### src/rtl/bp_pkg.sv
// Shared types and constants for the branch predictor's resolution side.
package bp_pkg;

  localparam int unsigned PC_W  = 8;
  localparam int unsigned IDX_W = 4;

  localparam logic [15:0] SAT16_MAX = 16'hFFFF;

  // One in-flight prediction as recorded at issue time.
  typedef struct packed {
    logic [PC_W-1:0]  pc;
    logic [IDX_W-1:0] index;
    logic             taken;
  } bp_entry_t;

endpackage

### src/rtl/sat_event_counter.sv
// 16-bit event counter that sticks at its maximum instead of wrapping.
module sat_event_counter
  import bp_pkg::*;
(
  input  logic        clk,
  input  logic        reset,
  input  logic        inc,
  output logic [15:0] value
);

  // Count enabled events, holding at the ceiling.
  always_ff @(posedge clk) begin
    if (reset) begin
      value <= '0;
    end else if (inc && (value != SAT16_MAX)) begin
      value <= value + 16'd1;
    end
  end

endmodule

### src/rtl/branch_resolve_queue.sv
// In-order queue of issued predictions; retires them against execute-stage
// outcomes, drives the BHT/GHR update port and flushes on a mispredict.
module branch_resolve_queue #(
  parameter int unsigned DEPTH = 4,
  parameter int unsigned PC_W  = bp_pkg::PC_W,
  parameter int unsigned IDX_W = bp_pkg::IDX_W
) (
  input  logic                     clk,
  input  logic                     reset,
  input  logic                     pred_valid,
  input  logic [PC_W-1:0]          pred_pc,
  input  logic [IDX_W-1:0]         pred_index,
  input  logic                     pred_taken,
  output logic                     pred_ready,
  input  logic                     res_valid,
  input  logic                     res_taken,
  output logic                     upd_valid,
  output logic [IDX_W-1:0]         upd_index,
  output logic                     upd_taken,
  output logic                     mispredict,
  output logic [PC_W-1:0]          mispredict_pc,
  output logic                     res_err,
  output logic [$clog2(DEPTH):0]   count,
  output logic [15:0]              correct_cnt,
  output logic [15:0]              mispredict_cnt
);

  localparam int unsigned PTR_W = $clog2(DEPTH);
  localparam int unsigned CNT_W = PTR_W + 1;

  logic [PC_W-1:0]  pc_mem    [DEPTH];
  logic [IDX_W-1:0] index_mem [DEPTH];
  logic             taken_mem [DEPTH];

  logic [PTR_W-1:0] head_q, head_d, tail_q, tail_d;
  logic [CNT_W-1:0] count_q, count_d;

  logic push, resolve, miss, hit;

  // Ready depends only on registered occupancy, never on this cycle's resolve.
  assign pred_ready = (count_q != CNT_W'(DEPTH));
  assign count      = count_q;

  // Decode this cycle's queue operations and the next pointer/occupancy state.
  always_comb begin
    push    = pred_valid && pred_ready;
    resolve = res_valid && (count_q != '0);
    miss    = resolve && (taken_mem[head_q] != res_taken);
    hit     = resolve && !miss;
    head_d  = head_q;
    tail_d  = tail_q;
    count_d = count_q;
    if (miss) begin
      // Everything younger than the mispredicted branch is wrong-path: drop it,
      // including any prediction offered this same cycle.
      head_d  = head_q + PTR_W'(1);
      tail_d  = head_q + PTR_W'(1);
      count_d = '0;
    end else begin
      if (push) begin
        tail_d = tail_q + PTR_W'(1);
      end
      if (resolve) begin
        head_d = head_q + PTR_W'(1);
      end
      count_d = count_q + CNT_W'(push) - CNT_W'(resolve);
    end
  end

  // Pointer, occupancy and registered resolution outputs.
  always_ff @(posedge clk) begin
    if (reset) begin
      head_q        <= '0;
      tail_q        <= '0;
      count_q       <= '0;
      upd_valid     <= 1'b0;
      upd_index     <= '0;
      upd_taken     <= 1'b0;
      mispredict    <= 1'b0;
      mispredict_pc <= '0;
      res_err       <= 1'b0;
    end else begin
      head_q     <= head_d;
      tail_q     <= tail_d;
      count_q    <= count_d;
      upd_valid  <= resolve;
      mispredict <= miss;
      res_err    <= res_valid && (count_q == '0);
      if (resolve) begin
        upd_index <= index_mem[head_q];
        upd_taken <= res_taken;
      end
      if (miss) begin
        mispredict_pc <= pc_mem[head_q];
      end
    end
  end

  // Entry storage; contents need no reset since occupancy gates every read.
  always_ff @(posedge clk) begin
    if (push && !miss) begin
      pc_mem[tail_q]    <= pred_pc;
      index_mem[tail_q] <= pred_index;
      taken_mem[tail_q] <= pred_taken;
    end
  end

  sat_event_counter u_correct_cnt (
    .clk   (clk),
    .reset (reset),
    .inc   (hit),
    .value (correct_cnt)
  );

  sat_event_counter u_mispredict_cnt (
    .clk   (clk),
    .reset (reset),
    .inc   (miss),
    .value (mispredict_cnt)
  );

endmodule

### config.mk
export PLATFORM = sky130hd
export DESIGN_NAME = branch_resolve_queue
export DESIGN_NICKNAME = d
export VERILOG_FILES = /design/src/rtl/bp_pkg.sv /design/src/rtl/sat_event_counter.sv /design/src/rtl/branch_resolve_queue.sv
export SDC_FILE = /design/constraint.sdc
export NUM_CORES = 1
export LEC_CHECK = 0
export BUFFER_PORTS_ARGS = -buffer_cell sky130_fd_sc_hd__buf_2
export CAP_MARGIN = 0
export CORE_UTILIZATION = 35
export CTS_BUF_LIST = sky130_fd_sc_hd__clkbuf_8
export CTS_CLUSTER_DIAMETER = 150
export DETAILED_ROUTE_END_ITERATION = 8
export GPL_TIMING_DRIVEN = 1
export PLACE_DENSITY = 0.58
export SKIP_LAST_GASP = 1
export SLEW_MARGIN = 30
export SYNTH_ARGS = -nofsm -noshare
export SYNTH_HDL_FRONTEND = slang
export SYNTH_HIERARCHICAL = 1
export SYNTH_SLANG_ARGS = --single-unit
### constraint.sdc
create_clock -name clk -period 3.2 [get_ports clk]
set_input_delay 0.32 -clock clk [delete_from_list [all_inputs] [get_ports clk]]
set_output_delay 0.32 -clock clk [all_outputs]
set_load 0.02 [all_outputs]
==> results by group <==
Power
  – Reg power frac: around half
  – Switching share of power: ~34%
  – Net Switching: ~1.2 mW
  – VDD IR max: between 0.3 and 0.4 mV
  – P_int: between 2 and 2.5 mW
  – Clk pwr share: 23.2%
  – Comb pwr share: a little over a quarter
  – Pwr dens: 673 nW/um2
  – Static leakage: ~2.0 nW

Floorplanning
  – Site row count: between 40 and 50
  – Die Y: about 120 um
  – Core area: approximately 13000 um2
  – Die Width: around 120 um
  – Die Area: 13800 um2
  – Starting Density: between 30 and 40%
  – Ports: 70

CTS
  – Cts hold-fix bufs: 0
  – Total CTS buffers: 9
  – Clock Sinks: around 110
  – Clk slew on worst S/H paths: 0.12 ns
  – TritonCTS clock tree: yes
  – Clock tree root driver cell: clkbuf_8
  – # H-tree levels: 3
  – Clk buf depth: 2
  – Skew-Pair Late Insertion Delay: 0.38 ns
  – Post-CTS Setup Inserts: 0
  – Cts repair resizes: 0

Setup path
  – WP data required: roughly 3.5 ns
  – CP peak stage delay: 0.61 ns
  – Critical Path AT: roughly 3.3 ns
  – Critical Path Fanout Max: 12
  – Crit-path slowest cell: xor2_2
  – CP Launch Type: flip-flop
  – Worst setup path category: reg2reg
  – Crit path buffers/inverters: 1
  – Worst path cell trace: mux4_2 > xor2_2 > nand2_4 > inv_4 > nand2_1 > nor4bb_1 > mux2_2
  – Endpoint class of the critical path: flip-flop
  – Delay-heaviest family, CP: multiplexers

Cells and area
  – Finished Cell Area: 5360 um2
  – Area Growth Syn to Fin: 15.1%
  – Nets@finish: between 400 and 500
  – Share of layout cells above drive strength 1: between 20% and 30%

Detailed routing
  – DR DRC count: 0
  – DR pass1 iterations: 4
  – Via density: between 5 and 6
  – Routed wire per std cell: roughly 16 um
  – Routed wire length: ~10000 um
  – ANT nets after route: 0
  – Via count: around 3300
  – Iter 0 DRT Violations: 189

Logic synthesis
  – Main synth FF type: dfxtp_1
  – Distinct cell type count after synthesis: 50
  – Synthesized Nets: between 400 and 500
  – Post-synth EDFFs: between 50 and 60
  – Seq/Total Area, Yosys: a little under 60%
  – Synthesized cell area: around 4700 um2
  – Post-synth ARST share: 0%
  – Yosys Warn Count: 6
  – Seq cells post-synth: 109
  – Avg Synthesized Cell Area: around 12 um2
  – Synth Instances: roughly 380

STA
  – Hold Fails Final Rpt: 0
  – Tmin final: 2.98 ns
  – Final setup TNS: 0 ns
  – Count of final setup violators: 0
  – Period utilization: roughly 93%
  – Fmax: around 340 MHz
  – Slew Viols, Final: 0
  – RSZ-0062 raised after global routing: false
  – Slew headroom: between 40% and 50%
  – Worst Tran Pin Value: between 0.8 and 0.9 ns
  – Fin Clk Skew: 0.0146 ns
  – Setup ws final: 0.224 ns

Min path
  – Worst hold path type: in2reg

GRT
  – First-pass GRT wire length: 16600 um
  – Vias in the first global route: between 3000 and 4000
  – Gr ovfl total: 0
  – Largest net degree at the start of global routing: between 40 and 50
  – Initial antenna violation count: 1
  – Total GRT Usage: 15.4%

Placement
  – # port buffers: 69
  – DP HPWL: a little under 7000 um
  – DP Area: about 5200 um2
  – Pre-CTS setup slack: about 0.29 ns
  – Routability-driven placement congestion ratio: around 0.80

Run
  – Max-cap violations: 0

Outcome
  – Status: completed
cells in the final DEF (no fill, tap or decap), types with 13 or more instances in the layout:
cell,instances
buf_2,69
dfxtp_1,57
edfxtp_1,52
a21oi_1,34
nand2_1,24
nand3_1,21
nor2_1,18
o21ai_0,14
or4_1,14
mux4_2,13
flip-flops by register name, indices dropped and copies added (netlist names), 3 cells and up, named ones only:
name and cells:
count 3, upd_index 4, u_correct_cnt/value 16, index_mem 16
taken_mem 4, u_mispredict_cnt/value 16, pc_mem 32, mispredict_pc 8
kinds of logic after synthesis:
family                   count (synthesis)  share of synthesized area (%)
flip-flops                             109                           58.0
buffers and inverters                   31                           2.90
AND/OR/NAND/NOR                        135                           17.5
adder cells (fa/ha/maj)                  9                           2.58
AO/OA/AOI/OAI                           71                           9.19
XOR/XNOR                                12                           2.58
multiplexers                            17                           7.20
Yosys cell counts (all sizes together) (2+ instances only):
library cell	instances	area share [%]
a21oi	34	3.7
nand2	27	2.4
inv	14	1.2
clkbuf	9	0.73
o31ai	12	1.9
o21a	2	0.32
mux2i	2	0.43
mux2	2	0.48
or4	14	2.3
o21ai	16	1.7
xor2	3	0.73
buf	8	0.99
nand3	21	2.3
mux4	13	6.3
xnor2	9	1.9
edfxtp	52	34
nor2	18	1.5
o311ai	2	0.38
or3	7	0.94
nand4	8	1.7
and4	6	1.1
nor2b	4	0.54
and3	7	0.94
ha	8	2.1
nand3b	2	0.32
dfxtp	57	24
nor4bb	2	0.43
o41ai	2	0.38
nor3	10	1.2
nor4	6	1.5
power by group through the flow:
stage                     Sequential [mW]  Clock (mW)  Combinational (mW)
after global placement               1.81           0               0.979
after global routing                 1.81       0.923                1.08
after CTS                            1.79       0.859                1.00
final                                1.79       0.835               0.983
after detailed placement             1.82           0               0.999
after floorplan                      1.86           0               0.660
final timing paths:
path           startpoint                    endpoint  slack, ns  cells past startpoint
max          taken_mem[3]  u_mispredict_cnt/value[11]       0.22                      7
min            pred_pc[6]                pc_mem[3][6]       0.14                      1
max reg2reg  taken_mem[3]  u_mispredict_cnt/value[11]       0.22                      7
min reg2reg  upd_index[2]                upd_index[2]       0.47                      2
layout make-up:
type / count / area (um2)
Multi-Input combinational cell: 244 / 1820
Fill cell: 1202 / 7410
Inverter: 14 / 55.1
Clock buffer: 10 / 138
Timing Repair Buffer: 72 / 368
Antenna cell: 1 / 2.50
Sequential cell: 109 / 2700
Clock inverter: 6 / 61.3
Tap cell: 172 / 215
per-stage QoR:
| step | hold slack, ns | instances | power (mW) | util (%) |
|---|---|---|---|---|
| after detailed placement | 0.452 | 611 | 2.82 | 40.4 |
| after global routing | 0.117 | 627 | 3.81 | 42.0 |
| after CTS | 0.129 | 627 | 3.65 | 42.0 |
| after floorplan | 0.390 | 384 | 2.52 | - |
| final | 0.144 | 628 | 3.61 | 42.0 |
| after global placement | 0.460 | 611 | 2.79 | 40.4 |
per-layer routing:
metal,up-vias,GRT usage (%),wire [um]
met5,-,0,0
met1,1594,19.6,4700
met2,78,25.3,4800
met4,0,4.71,132
met3,13,4.09,516
li1,1596,-,-
Power figures use the tool's default switching activity.
